## config.mk

```make
export PLATFORM = sky130hd
export DESIGN_NAME = mux_scan_ctrl_flat
export DESIGN_NICKNAME = d
export VERILOG_FILES = /design/src/rtl/mux_scan_ctrl_if.sv /design/src/rtl/mux_scan_ctrl.sv /design/src/flat_wrapper.sv
export SDC_FILE = /design/constraint.sdc
export NUM_CORES = 1
export LEC_CHECK = 0
export CAP_MARGIN = 15
export CORE_ASPECT_RATIO = 1.2
export CORE_MARGIN = 2
export CORE_UTILIZATION = 30
export CTS_CLUSTER_DIAMETER = 100
export DETAILED_ROUTE_END_ITERATION = 6
export PLACE_DENSITY_LB_ADDON = 0.1
export SYNTH_ARGS = -nofsm -noshare
export SYNTH_HDL_FRONTEND = slang
export SYNTH_SLANG_ARGS = --single-unit
```

## constraint.sdc

```tcl
create_clock -name clk -period 2.7 [get_ports clk]
set_input_delay 0.27 -clock clk [delete_from_list [all_inputs] [get_ports clk]]
set_output_delay 0.27 -clock clk [all_outputs]
set_load 0.1 [all_outputs]
```

## src/rtl/mux_scan_ctrl_if.sv

```systemverilog
// mux_scan_ctrl_if: control/status bundle between the scan sequencer and its user.
//   en, hold, dwell, mask : scan control into the sequencer
//   s0, s1, mux_rst       : drive the 4:1 channel multiplexer
//   ch, ch_valid, wrap    : current channel, settled flag, end-of-scan pulse
// The mask signal exists only when CH_MASK_EN is defined.
// Modports: master = controlling side, slave = mux_scan_ctrl.
interface mux_scan_ctrl_if #(
    parameter int unsigned DWELL_W = 8
);
    logic               en;
    logic               hold;
    logic [DWELL_W-1:0] dwell;
`ifdef CH_MASK_EN
    logic [3:0]         mask;
`endif
    logic               s0;
    logic               s1;
    logic               mux_rst;
    logic [1:0]         ch;
    logic               ch_valid;
    logic               wrap;

`ifdef CH_MASK_EN
    modport master (output en, hold, dwell, mask,
                    input  s0, s1, mux_rst, ch, ch_valid, wrap);
    modport slave  (input  en, hold, dwell, mask,
                    output s0, s1, mux_rst, ch, ch_valid, wrap);
`else
    modport master (output en, hold, dwell,
                    input  s0, s1, mux_rst, ch, ch_valid, wrap);
    modport slave  (input  en, hold, dwell,
                    output s0, s1, mux_rst, ch, ch_valid, wrap);
`endif
endinterface

```

## src/rtl/mux_scan_ctrl.sv

```systemverilog
// mux_scan_ctrl: round-robin scan sequencer for a 4:1, 3-bit channel mux.
// Holds each channel for 1 settle cycle plus max(dwell,1) valid cycles.
// Ports:
//   clk    : rising-edge clock
//   rst_n  : synchronous active-low reset
//   bus    : mux_scan_ctrl_if.slave (en/hold/dwell[/mask] in; s0/s1/mux_rst/ch/ch_valid/wrap out)
// Optional feature: define CH_MASK_EN to enable the per-channel skip mask.
// All outputs come straight from flops.
module mux_scan_ctrl #(
    parameter int unsigned DWELL_W = 8
) (
    input  logic           clk,
    input  logic           rst_n,
    mux_scan_ctrl_if.slave bus
);
    typedef enum logic [1:0] {IDLE, SETTLE, DWELL} state_e;

    state_e             state_q, state_d;
    logic [1:0]         ch_q, ch_d;
    logic               mux_rst_q, mux_rst_d;
    logic               ch_valid_q, ch_valid_d;
    logic               wrap_q, wrap_d;
    logic [DWELL_W-1:0] cnt_q, cnt_d;
    logic [DWELL_W-1:0] dwell_len_q, dwell_len_d;

    logic [3:0]         skip;
    logic [2:0]         first_pick;
    logic [2:0]         next_pick;

    // Returns {found, index} of the first unskipped channel after cur,
    // searching cyclically and ending with cur itself.
    function automatic logic [2:0] pick_next(input logic [1:0] cur, input logic [3:0] skp);
        logic [2:0] r;
        logic [1:0] c;
        r = '0;
        for (int unsigned i = 1; i <= 4; i++) begin
            c = cur + 2'(i);
            if (!r[2] && !skp[c]) r = {1'b1, c};
        end
        return r;
    endfunction

`ifdef CH_MASK_EN
    assign skip = bus.mask;
`else
    assign skip = '0;
`endif

    // Starting the search after channel 3 yields the lowest enabled channel.
    assign first_pick = pick_next(2'd3, skip);
    assign next_pick  = pick_next(ch_q, skip);

    always_comb begin
        state_d     = state_q;
        ch_d        = ch_q;
        mux_rst_d   = mux_rst_q;
        ch_valid_d  = ch_valid_q;
        wrap_d      = 1'b0;
        cnt_d       = cnt_q;
        dwell_len_d = dwell_len_q;

        if (!bus.en) begin
            state_d    = IDLE;
            ch_d       = '0;
            mux_rst_d  = 1'b1;
            ch_valid_d = 1'b0;
            cnt_d      = '0;
        end else begin
            unique case (state_q)
                IDLE: begin
                    ch_d       = '0;
                    mux_rst_d  = 1'b1;
                    ch_valid_d = 1'b0;
                    if (first_pick[2]) begin
                        state_d   = SETTLE;
                        ch_d      = first_pick[1:0];
                        mux_rst_d = 1'b0;
                    end
                end
                SETTLE: begin
                    dwell_len_d = (bus.dwell == '0) ? DWELL_W'(1) : bus.dwell;
                    cnt_d       = '0;
                    ch_valid_d  = 1'b1;
                    state_d     = DWELL;
                end
                DWELL: begin
                    if (!bus.hold) begin
                        if (cnt_q == dwell_len_q - DWELL_W'(1)) begin
                            cnt_d      = '0;
                            ch_valid_d = 1'b0;
                            if (next_pick[2]) begin
                                state_d = SETTLE;
                                ch_d    = next_pick[1:0];
                                wrap_d  = (next_pick[1:0] <= ch_q);
                            end else begin
                                // Every channel masked: fall back to idle.
                                state_d   = IDLE;
                                ch_d      = '0;
                                mux_rst_d = 1'b1;
                            end
                        end else begin
                            cnt_d = cnt_q + DWELL_W'(1);
                        end
                    end
                end
                default: begin
                    state_d    = IDLE;
                    ch_d       = '0;
                    mux_rst_d  = 1'b1;
                    ch_valid_d = 1'b0;
                    cnt_d      = '0;
                end
            endcase
        end
    end

    always_ff @(posedge clk) begin
        if (!rst_n) begin
            state_q     <= IDLE;
            ch_q        <= '0;
            mux_rst_q   <= 1'b1;
            ch_valid_q  <= 1'b0;
            wrap_q      <= 1'b0;
            cnt_q       <= '0;
            dwell_len_q <= '0;
        end else begin
            state_q     <= state_d;
            ch_q        <= ch_d;
            mux_rst_q   <= mux_rst_d;
            ch_valid_q  <= ch_valid_d;
            wrap_q      <= wrap_d;
            cnt_q       <= cnt_d;
            dwell_len_q <= dwell_len_d;
        end
    end

    assign bus.s0       = ch_q[0];
    assign bus.s1       = ch_q[1];
    assign bus.ch       = ch_q;
    assign bus.mux_rst  = mux_rst_q;
    assign bus.ch_valid = ch_valid_q;
    assign bus.wrap     = wrap_q;
endmodule

```

## src/flat_wrapper.sv

```systemverilog
// flat-port wrapper written by rule: the top's interface ports become plain ports
module mux_scan_ctrl_flat 
#(
    parameter int unsigned DWELL_W = 8
)
  (clk, rst_n, bus_en, bus_hold, bus_dwell, bus_s0, bus_s1, bus_mux_rst, bus_ch, bus_ch_valid, bus_wrap);
  mux_scan_ctrl_if #(.DWELL_W(DWELL_W)) bus_i ();
  input  logic clk;
  input  logic rst_n;
  input wire logic [$bits(bus_i.en)-1:0] bus_en;
  input wire logic [$bits(bus_i.hold)-1:0] bus_hold;
  input wire logic [$bits(bus_i.dwell)-1:0] bus_dwell;
  output wire logic [$bits(bus_i.s0)-1:0] bus_s0;
  output wire logic [$bits(bus_i.s1)-1:0] bus_s1;
  output wire logic [$bits(bus_i.mux_rst)-1:0] bus_mux_rst;
  output wire logic [$bits(bus_i.ch)-1:0] bus_ch;
  output wire logic [$bits(bus_i.ch_valid)-1:0] bus_ch_valid;
  output wire logic [$bits(bus_i.wrap)-1:0] bus_wrap;
  assign bus_i.en = bus_en;
  assign bus_i.hold = bus_hold;
  assign bus_i.dwell = bus_dwell;
  assign bus_s0 = bus_i.s0;
  assign bus_s1 = bus_i.s1;
  assign bus_mux_rst = bus_i.mux_rst;
  assign bus_ch = bus_i.ch;
  assign bus_ch_valid = bus_i.ch_valid;
  assign bus_wrap = bus_i.wrap;
  mux_scan_ctrl #(.DWELL_W(DWELL_W)) u_core (.clk(clk), .rst_n(rst_n), .bus(bus_i));
endmodule
```

==> flow_summary.json, run 1 <==
{
  "critPathMaxStageDelay_ns": 0.57,
  "leakagePower_nw": 0.511,
  "ys_seq_area_share_pct": 33.7,
  "cts_root_buffer": "clkbuf_8",
  "power_density_nw_per_um2": 418,
  "synth_fa_ha_area_share_pct": 5.75,
  "cts_tree": "done",
  "tightest_slew_ns": 0.500,
  "hold_violations": 0,
  "yosys.area.top_type_share_pct": 33.7,
  "initial_utilization_pct": 30.9,
  "worstPathRequired_ns": 2.89,
  "grt.overflow.total": 0,
  "dp.final_hpwl_mm": 2.34,
  "grt_max_degree": 12,
  "synth_area_leader_cell": "dfxtp_1",
  "synth-compound-area-share_pct": 20.6,
  "start_kind": "flop",
  "startpoint": "u_core.dwell_len_q[0]",
  "synth-seq-cells": 22,
  "io-pin-count": 19,
  "slew_headroom_pct": 66.7,
  "slowest_stage": "or4_4",
  "switchingPower_mw": 0.171,
  "wl_per_cell_um": 13.7,
  "crit_chain": "or4_4, or4b_1, nand2_2, a31oi_4, or4_1, a31oi_1",
  "core-area_um2": 4230,
  "final_nets": 185,
  "globalplace.congestion": 0.773,
  "rsz0062_at_grt": "no",
  "synth_xor_area_share_pct": 10.1,
  "async_reset_ff_share_pct": 0,
  "grt_usage_pct": 13.0,
  "fin_util_pct": 36.7,
  "muxShareOfSynthArea_pct": 1.53,
  "synth_top_family_by_area": "simple AND/OR/NAND/NOR gates",
  "yosysUniqueCellTypes": 39,
  "hold_depth": 2,
  "portBuffers": 18,
  "endpoint_kind": "flop",
  "area_growth_pct": 19.1,
  "r2r-start": "u_core.dwell_len_q[0]",
  "grt_pass1_wl_mm": 5.07,
  "yosysMostFrequentCell": "nand2_1",
  "synth_common_cells": "nand2_1, dfxtp_1, xnor2_1, a21boi_0, xor2_1",
  "max_freq_mhz": 403,
  "antenna_found_initial": 0,
  "syn-mean-instance-area_um2": 8.88,
  "fin_setup_tns_ns": 0,
  "r2r_cells": 6,
  "p_clk_share_pct": 30.8,
  "die_x_um": 64.2,
  "firstDrtPassIters": 4,
  "critPathMaxFanout": 9,
  "crit_arrival_ns": 2.67,
  "routed_via_density": 5.02,
  "postCtsSetupBuffers": 0,
  "die-area_um2": 4900,
  "clock_skew_ns": 0.000892,
  "fin_crit_sh_pct": 92.0,
  "row_count": 26,
  "hold_start": "u_core.bus.mux_rst",
  "dr_total_vias": 1109,
  "maxCapViolations": 0,
  "ant_nets": 0,
  "route.detailed.drc": 0,
  "syn_nets": 165,
  "yosys.area_share.simple_pct": 22.9,
  "yosysWarningCount": 0,
  "ctsResizeCount": 0,
  "place_area_um2": 1510,
  "hold_class": "reg -> reg",
  "synth-main-ff-cell": "dfxtp_1",
  "final_cells": 221,
  "clk_latency_ns": 0.26,
  "htree_num_levels": 1,
  "drtIter0Drc": 17,
  "routed_wl_mm": 3.03,
  "status": "completed",
  "cts_max_path_buffers": 2,
  "antenna_cells": 0,
  "reg2reg_slack_ns": 0.22,
  "p_sw_share_pct": 26.4,
  "combPwrFrac_pct": 17.3,
  "ir_drop_v": 0.000163,
  "finalInstanceArea_um2": 1550,
  "cts_sinks": 22,
  "synth_area_leaders": "dfxtp_1, nand2_1, ha_1",
  "slew_viol_final": 0,
  "syn_inst": 147,
  "seqPwrFrac_pct": 52.0,
  "placedCellCount": 218,
  "synth_area_um2": 1310,
  "cts_hold_buf": 0,
  "die_h_um": 76.3,
  "cts_made_buffers": 3,
  "clk_pin_slew_ns": 0.08,
  "worstSetupPathType": "reg -> reg",
  "first_global_vias": 1057,
  "synth_edf_count": 0,
  "drive_gt1_share_pct": 12.1,
  "p_int_mw": 0.478,
  "setup_viol_count_final": 0,
  "period_needed_ns": 2.48
}
layer usage:
layer | up-vias | track usage (%) | wire, um
li1 | 574 | - | -
met1 | 515 | 17.9 | 1490
met2 | 16 | 19.7 | 1410
met3 | 4 | 2.81 | 80
met4 | 0 | 4.68 | 46
met5 | - | 0 | 0
layout by cell type, fill, tap and decap left out, types with 3 or more instances in the layout:
master,count
inv_1,6
xnor2_1,8
o21ai_0,3
ha_1,6
a21oi_1,5
nand2_1,23
nand4_1,4
dfxtp_1,22
or4_1,3
a31oi_1,3
a21boi_0,7
buf_4,10
clkdlybuf4s50_1,11
nor3_1,3
clkbuf_8,3
a211oi_1,6
xor2_1,7
nor2_1,4
cells by family (layout without fill, tap and decap cells):
logic type	count (synthesis)	in the layout
simple gates	56	56
compound gates	34	34
flops	22	22
xor+xnor	15	15
buf+inv	12	30
fa+ha+maj	6	6
mux	2	2
worst max-delay path, delay by kind of cell (launching register included):
family             cells  cell delay [ns]
AOI/OAI and AO/OA      2             0.31
and+or+nand+nor        4             1.74
DFF                    1             0.36
final timing paths:
kind / endpoint
max: u_core.bus.ch[1]
min: u_core.bus.mux_rst
max reg2reg: u_core.bus.ch[1]
min reg2reg: u_core.bus.mux_rst
state kept, by name, summed over array words and instances, names as in the netlist:
register	cells
u_core.bus.wrap	1
u_core.bus.ch	2
u_core.dwell_len_q	8
u_core.cnt_q	8
u_core.bus.mux_rst	1
u_core.state_q	2
per-stage QoR:
step | worst slack [ns] | power [mW] | hold slack, ns
after CTS | 0.223 | 0.659 | 0.492
final | 0.216 | 0.649 | 0.486
after global routing | 0.0962 | 0.683 | 0.539
after detailed placement | 0.229 | 0.458 | 0.471
after floorplan | 0.134 | 0.419 | 0.346
after global placement | 0.291 | 0.455 | 0.473
final cells by class:
class | instances | area, um2
clock buffers | 3 | 41.3
inverters | 6 | 22.5
repair buffers | 21 | 185
flip-flops and latches | 22 | 440
fillers | 462 | 2680
multi-input cells | 113 | 795
well taps | 56 | 70.1
power groups by stage:
stage	sequential (mW)	clock [mW]	combinational, mW
finish	0.337	0.200	0.112
floorplan	0.353	0	0.0652
detailed placement	0.345	0	0.113
CTS	0.338	0.208	0.113
global placement	0.345	0	0.110
global route	0.339	0.222	0.123
Power figures use the tool's default switching activity.
==> inputs of run 2 (changes only) <==
--- a/config.mk
+++ b/config.mk
@@ -12,6 +12,7 @@
 export CTS_CLUSTER_DIAMETER = 100
 export DETAILED_ROUTE_END_ITERATION = 6
 export PLACE_DENSITY_LB_ADDON = 0.1
+export SLEW_MARGIN = 20
 export SYNTH_ARGS = -nofsm -noshare
 export SYNTH_HDL_FRONTEND = slang
 export SYNTH_SLANG_ARGS = --single-unit
==> results of run 2 <==
Final layout, timing and power as in run 1 (identical DEF).
==> inputs of run 3 (changes only) <==
--- a/config.mk
+++ b/config.mk
@@ -5,7 +5,6 @@
 export SDC_FILE = /design/constraint.sdc
 export NUM_CORES = 1
 export LEC_CHECK = 0
-export CAP_MARGIN = 15
 export CORE_ASPECT_RATIO = 1.2
 export CORE_MARGIN = 2
 export CORE_UTILIZATION = 30
==> results of run 3 <==
Final layout, timing and power as in run 1 (identical DEF).
